## config.mk

```make
export PLATFORM = sky130hd
export DESIGN_NAME = ps2_kbd_rx
export DESIGN_NICKNAME = d
export VERILOG_FILES = /design/src/rtl/ps2_kbd_rx.sv
export SDC_FILE = /design/constraint.sdc
export NUM_CORES = 1
export LEC_CHECK = 0
export CAP_MARGIN = 15
export CORE_AREA = 2 2 70 72
export CTS_BUF_LIST = sky130_fd_sc_hd__clkbuf_16
export DETAILED_ROUTE_END_ITERATION = 6
export DIE_AREA = 0 0 72 74
export PLACE_DENSITY_LB_ADDON = 0.2
export SYNTH_ARGS = -nofsm -noshare
export SYNTH_HDL_FRONTEND = slang
export SYNTH_SLANG_ARGS = --single-unit
export TNS_END_PERCENT = 30
```

## constraint.sdc

```tcl
create_clock -name clk -period 2.4 [get_ports clk]
set_clock_uncertainty 0.05 [all_clocks]
set_input_delay 0.48 -clock clk [delete_from_list [all_inputs] [get_ports clk]]
set_output_delay 0.48 -clock clk [all_outputs]
set_load 0.02 [all_outputs]
```

## src/rtl/ps2_kbd_rx.sv

```systemverilog
// PS/2 keyboard receiver: synchronise and filter the PS/2 lines, frame 11-bit words, fold E0/F0 prefixes into key events.
// Optional: define PS2_KBD_RX_PARITY_CHECK_EN to reject frames whose odd-parity bit is wrong.
module ps2_kbd_rx #(
  parameter int FILTER_LEN     = 8,
  parameter int TIMEOUT_CYCLES = 16384
) (
  input  logic       clk,
  input  logic       reset,
  input  logic       ps2_clk,
  input  logic       ps2_data,
  output logic       key_valid,
  output logic [7:0] key_code,
  output logic       key_ext,
  output logic       key_release,
  output logic       frame_err,
  output logic       busy
);
  localparam int FW = $clog2(FILTER_LEN);
  localparam int TW = $clog2(TIMEOUT_CYCLES + 1);
  localparam logic [FW-1:0] FILT_LAST = FW'(FILTER_LEN - 1);
  localparam logic [TW-1:0] TO_LAST   = TW'(TIMEOUT_CYCLES);

  typedef enum logic [1:0] {S_IDLE, S_DATA, S_PARITY, S_STOP} state_t;

  logic          clk_s1_p0, clk_s2_p0, dat_s1_p0, dat_s2_p0;
  logic [FW-1:0] filt_cnt;
  logic          fclk, fclk_d, fall;
  state_t        state_q, state_d;
  logic [2:0]    bit_cnt;
  logic [7:0]    sr;
  logic [TW-1:0] to_cnt;
  logic          to_hit, par_ok;
  logic          rdy_d, err_d, clr_d;
  logic          rdy_p1, err_p1, clr_p1;
  logic          ext_flag, rel_flag;

  // Stage p0: two-flop synchronisers, then a run-length filter on the clock line
  always_ff @(posedge clk or posedge reset) begin
    if (reset) begin
      clk_s1_p0 <= 1'b1;
      clk_s2_p0 <= 1'b1;
      dat_s1_p0 <= 1'b1;
      dat_s2_p0 <= 1'b1;
      filt_cnt  <= '0;
      fclk      <= 1'b1;
      fclk_d    <= 1'b1;
    end else begin
      clk_s1_p0 <= ps2_clk;
      clk_s2_p0 <= clk_s1_p0;
      dat_s1_p0 <= ps2_data;
      dat_s2_p0 <= dat_s1_p0;
      fclk_d    <= fclk;
      if (clk_s2_p0 == fclk) begin
        filt_cnt <= '0;
      end else if (filt_cnt == FILT_LAST) begin
        fclk     <= clk_s2_p0;
        filt_cnt <= '0;
      end else begin
        filt_cnt <= filt_cnt + 1'b1;
      end
    end
  end

  assign fall   = fclk_d & ~fclk;
  assign to_hit = (state_q != S_IDLE) && (to_cnt == TO_LAST);
  assign busy   = (state_q != S_IDLE);

`ifdef PS2_KBD_RX_PARITY_CHECK_EN
  logic par;
  assign par_ok = ^{sr, par};
`else
  assign par_ok = 1'b1;
`endif

  // A falling edge always takes priority over the timeout terminal count
  always_comb begin
    state_d = state_q;
    rdy_d   = 1'b0;
    err_d   = 1'b0;
    clr_d   = 1'b0;
    if (fall) begin
      case (state_q)
        S_IDLE:   if (!dat_s2_p0) state_d = S_DATA;
                  else            err_d   = 1'b1;
        S_DATA:   if (bit_cnt == 3'd7) state_d = S_PARITY;
        S_PARITY: state_d = S_STOP;
        S_STOP: begin
          state_d = S_IDLE;
          if (dat_s2_p0 && par_ok) begin
            rdy_d = 1'b1;
          end else begin
            err_d = 1'b1;
            clr_d = 1'b1;
          end
        end
        default:  state_d = S_IDLE;
      endcase
    end else if (to_hit) begin
      state_d = S_IDLE;
      err_d   = 1'b1;
      clr_d   = 1'b1;
    end
  end

  // Stage p1: frame state, timeout counter and byte/error strobes
  always_ff @(posedge clk or posedge reset) begin
    if (reset) begin
      state_q <= S_IDLE;
      bit_cnt <= '0;
      to_cnt  <= '0;
      rdy_p1  <= 1'b0;
      err_p1  <= 1'b0;
      clr_p1  <= 1'b0;
    end else begin
      state_q <= state_d;
      rdy_p1  <= rdy_d;
      err_p1  <= err_d;
      clr_p1  <= clr_d;
      if (fall && state_q == S_IDLE) bit_cnt <= '0;
      else if (fall && state_q == S_DATA) bit_cnt <= bit_cnt + 1'b1;
      if (state_q == S_IDLE || fall) to_cnt <= '0;
      else if (to_cnt != TO_LAST) to_cnt <= to_cnt + 1'b1;
    end
  end

  // Shift register is pure data; it is fully rewritten by every accepted frame
  always_ff @(posedge clk) begin
    if (fall && state_q == S_DATA) sr <= {dat_s2_p0, sr[7:1]};
`ifdef PS2_KBD_RX_PARITY_CHECK_EN
    if (fall && state_q == S_PARITY) par <= dat_s2_p0;
`endif
  end

  // Stage p2: prefix folding and key event registers
  always_ff @(posedge clk or posedge reset) begin
    if (reset) begin
      key_valid   <= 1'b0;
      key_code    <= 8'h00;
      key_ext     <= 1'b0;
      key_release <= 1'b0;
      frame_err   <= 1'b0;
      ext_flag    <= 1'b0;
      rel_flag    <= 1'b0;
    end else begin
      key_valid <= 1'b0;
      frame_err <= err_p1;
      if (rdy_p1) begin
        case (sr)
          8'hE0: ext_flag <= 1'b1;
          8'hF0: rel_flag <= 1'b1;
          8'hAA, 8'hFA, 8'hEE, 8'hFE, 8'h00, 8'hFF: ;
          default: begin
            key_code    <= sr;
            key_ext     <= ext_flag;
            key_release <= rel_flag;
            key_valid   <= 1'b1;
            ext_flag    <= 1'b0;
            rel_flag    <= 1'b0;
          end
        endcase
      end else if (err_p1 && clr_p1) begin
        ext_flag <= 1'b0;
        rel_flag <= 1'b0;
      end
    end
  end
endmodule
```

# After elaboration in Yosys (flattened, before gate mapping)
# Index checks and enable logic that the tools add are counted.
[word_totals] ff_bits=54 word_cells=94 input_bits=4 out_inout_bits=13
[op_classes] muxes=27 add_sub_neg=3 bitwise=4 n_eq_ne=19 reduce_logical=20
[ops] operator="$eq 8x8->1 const B" count=7
[ops] operator="$mux 15" count=2
[ops] operator="$add 15x1->15 const B" count=1
[ops] operator="$eq 15x15->1 const B" count=1
[ops] operator="$ne 15x15->1 const B" count=1
[ops] operator="$reduce_or 7->1" count=2
[ops] operator="$mux 1" count=13
[ops] operator="$mux 3" count=4
[ops] operator="$reduce_bool 2->1" count=5
[ops] operator="$logic_not 8->1" count=1
[ops] operator="$mux 2" count=4
[ops] operator="$pmux 2 s4" count=1
[ops] operator="$reduce_and 2->1" count=4
[ops] operator="$reduce_or 8->1" count=1
[ops] operator="$add 3x1->3 const B" count=2
[ops] operator="$eq 3x3->1 const B" count=2
[ops] operator="$ne 3x3->1 const B" count=2
[ops] operator="$pmux 1 s2" count=3
[ops] operator="$eq 2x2->1 const B" count=2
[ops] operator="$logic_and 1x1->1" count=4
[ops] operator="$ne 2x2->1 const B" count=2
[ops] operator="$not 1->1" count=3
[ops] operator="$reduce_and 3->1" count=1
[ops] operator="$eq 2x1->1 const B" count=1
[ops] operator="4 further kinds" count=4

# Depth between registers and ports, before layout
[depth] ltp_word=5 depth_mapped=6

# Least setup slack after synthesis
# OpenSTA, ideal clock, no wires.
[synth_path] path_kind="reg-to-reg" start="reg sr[1]" end="reg key_code[1]" path_stages_with_launch=6 path_buffers=1 required_ns=2.225 setup_time_ns=0.125 slack_ns=0.421 arrival_ns=1.804 cell_sequence="edfxtp_1 -> buf_6 -> or4_4 -> o21a_4 -> o2111ai_4 -> mux2_2"
[synth_via] elab_chain_len=4
[synth_lines] element="start, declared" line_no="30" rtl="logic [7:0] sr;"
[synth_lines] element="start signal, assigned" line_no="128" rtl="if (fall && state_q == S_DATA) sr <= {dat_s2_p0, sr[7:1]};"
[synth_lines] element="$eq 8x8->1 or $logic_not 8->1 (tied branches)" line_no="148" rtl="case (sr)"
[synth_lines] element="$reduce_or 8->1 (no source line)"
[synth_lines] element="$not 1->1 (no source line)"
[synth_lines] element="$reduce_and 2->1 (no source line)"
[synth_lines] element="end signal, assigned" line_no="153" rtl="key_code <= sr;"
[synth_lines] element="end, declared" line_no="12" rtl="output logic [7:0] key_code,"
# Parallel ways exist; a longest one is shown, timed or not.
# A chain may end at the register's enable or synchronous reset.

# Final worst setup path
[layout_path] start="reg state_q[0]" end="out busy"
[layout_via] elab_chain_len=1
[layout_lines] element="start, declared" line_no="28" rtl="state_t state_q, state_d;"
[layout_lines] element="start signal, assigned" line_no="115" rtl="state_q <= state_d;"
[layout_lines] element="$reduce_bool 2->1" line_no="66" rtl="assign busy = (state_q != S_IDLE);"
[layout_lines] element="end, declared" line_no="16" rtl="output logic busy"
# No other way between the ends.

==> results.cfg <==
[synth]
yosysTopAreaCell = dfrtp_1
synth-seq-cells = 54
synth_area_leaders = dfrtp_1 40%, edfxtp_1 9.5%, dfstp_2 6.2%
syn_inst = 220
ys_seq_area_share_pct = 55.32
syn_nets = 235
synth_commonest_cells = 40 x dfrtp_1, 15 x nand2_1, 15 x nor2_1, 12 x o21ai_0
yosys.area_share.simple_pct = 17.12
synth_most_common_cell = dfrtp_1
synthMuxAreaShare_pct = 6.136
yosys.area_share.adder_pct = 5.443
synth-compound-area-share_pct = 8.709
synth_flop_cell = dfrtp_1
synth_xor_area_share_pct = 3.810
synth-edff-count = 8
synth_top_family_by_area = simple AND/OR/NAND/NOR gates
synthArstFlopShare_pct = 85.19
netlist.area_leader.share_pct = 39.58
postSynthAreaPerCell_sq_um = 11.49
synth_cell_types = 46
syn-cell-area_sq_mm = 0.002529
yosysWarnings = 0

[sta]
grt_setup_unrepaired = false
slew_violations = 0
hold_viol_final = 0
setup_viol = 0
layout_min_cycle_time_ps = 2254
finalCritPeriodShare_pct = 93.93
maxSlewHeadroom_pct = 62.58
fmax_mhz = 443.6
tightest_slew_ps = 561.3
tns_ps = 0

[setup_path]
cp-end-kind = output pin
crit_cells = 4
critPathKind = flop to output pin
cp_max_fo = 8
crit_buf_inv = 3
cp.arrival_ps = 1720
slowest_delay_ps = 610
r2r_start = sr[1]
timing.rr.end = key_code[3]
critPathCapture = busy
r2r_slack_ps = 310
cp-startpoint = state_q[0]
path_common_cell = inv_1
required_ps = 1870
cp_cell_sequence = inv_1, ha_2, inv_1, clkdlybuf4s50_1
path_delay_family = buffers and inverters
reg2regPathDepth = 4
slowest_stage = clkdlybuf4s50_1
cp-start-kind = flop

[route]
dr.pass1.iters = 4
totalWireLength_um = 4096
drc = 0
routed_via_density = 5.690
drtIter0Drc = 125
ant_nets = 0
num_vias = 1673
routedWlPerCell_um = 13.93

[global_route]
grt_usage_pct = 17.27
grt_max_degree = 47
grt_pass1_wl_um = 7141
globalRoute.totalOverflow = 0
antenna_found_initial = 0
grt_pass1_vias = 1556

[clock_tree]
cts-root-buf = clkbuf_16
cts_hold_buf = 0
cts-buffers-inserted = 5
cts.sinks = 54
clk_pin_slew_ps = 70
cts_max_path_buffers = 2
htreeDepth = 2
tritoncts = built
clk_latency_ps = 290

[floorplan]
chipHeight_um = 74
core-area_sq_mm = 0.004598
row_count = 25
start_util_pct = 54.99
pin_count = 17
chipWidth_um = 72
die_area_sq_mm = 0.005328

[finish]
syn_to_final_growth_pct = 15.19
post_route_cells_drive_above_1_share_pct = 13.33
antennaDiodeCount = 0
fin_nets = 254
fillers = 354
stdcell_area_sq_mm = 0.002913

[placement]
place_congestion = 0.7970
portBuffers = 16
place_area_sq_mm = 0.002741
dp_hpwl_um = 2855

[power_and_ir_drop]
total_power_mw = 2.553
max-vdd-ir-drop_mv = 0.9579
p_leak_nw = 1.258
p_per_area_mw_per_mm2 = 876.4

[flow_run]
cap_violations = 0

[min_path]
hold_start = clk_s1_p0
hp-class = flop to flop

[outcome]
run_status = complete, no violations
-- metal layers --
| layer | global-route usage [%] | share of wire (%) |
|---|---|---|
| met1 | 23.33 | 50 |
| met2 | 27.67 | 46 |
| met3 | 4.472 | 2.9 |
| met4 | 5.660 | 1.3 |
| met5 | 0 | 0 |
-- flip-flops by register name, indices dropped and copies added (netlist names), 2 cells and up --
name / flops
bit_cnt: 3
state_q: 2
key_code: 8
sr: 8
to_cnt: 15
filt_cnt: 3
-- through the flow --
step                setup WS, ps  hold slack [ps]  instances  util, %
floorplan                  421.5            295.2        220        -
global placement           347.7            296.1        286    59.62
detailed placement         316.3            299.5        286    59.62
CTS                        27.56            309.8        294    63.29
global route               20.18            310.5        294    63.35
finish                     145.7            308.3        294    63.35
-- how the worst min path moves through the flow --
stage	to	slack (ps)	cells after the start
after detailed placement	clk_s2_p0	300	0
after CTS	clk_s2_p0	310	0
after floorplan	clk_s2_p0	300	0
after global routing	clk_s2_p0	310	0
final	clk_s2_p0	310	0
after global placement	dat_s2_p0	300	0
-- kinds of logic after synthesis --
| family | count (synthesis) |
|---|---|
| AOI/OAI and AO/OA | 32 |
| xor gates and xnor gates | 11 |
| adders and majority gates | 11 |
| buffers and inverters | 19 |
| DFF | 54 |
| muxes | 14 |
| and+or+nand+nor | 79 |
-- report_power, final --
part	internal, mW	total (mW)	switching (mW)
sequential	1.07	1.17	0.104
combinational	0.237	0.575	0.339
clock	0.492	0.806	0.314
total	1.80	2.55	0.756
-- cell usage in the layout (no fill, tap or decap), types with 2 or more instances in the layout --
cell type,n
a21oi_1,9
a22oi_1,3
and3_1,5
buf_4,3
clkbuf_16,5
clkdlybuf4s50_1,16
dfrtp_1,40
dfstp_2,6
edfxtp_1,8
ha_1,10
inv_1,10
mux2_2,7
mux2i_1,5
nand2_1,15
nand2b_1,3
nand3_1,7
nand3b_1,2
nand4_1,7
nor2_1,15
nor2b_1,2
nor3_1,3
nor3b_1,2
nor4_1,4
nor4b_1,2
o211ai_1,2
o21ai_0,12
or3_1,4
or4_1,2
xnor2_1,6
xor2_1,5
-- layout make-up --
type | instances | area, sq um | share of cell area, %
inverter | 12 | 50.05 | 1.718
tap | 54 | 67.56 | 2.320
timing repair buffer | 19 | 182.7 | 6.271
sequential | 54 | 1399 | 48.02
clock inverter | 3 | 43.79 | 1.503
multi-input combinational | 147 | 1045 | 35.87
clock buffer | 5 | 125.1 | 4.296
-- timing repair --
action | 4_1_cts | 5_1_grt
resized for setup | 0 | 1
endpoints found under the hold margin | 0 | 0
buffers inserted | 0 | 0
setup endpoints to repair | 0 | 1
(Power assumes the default switching activity.)
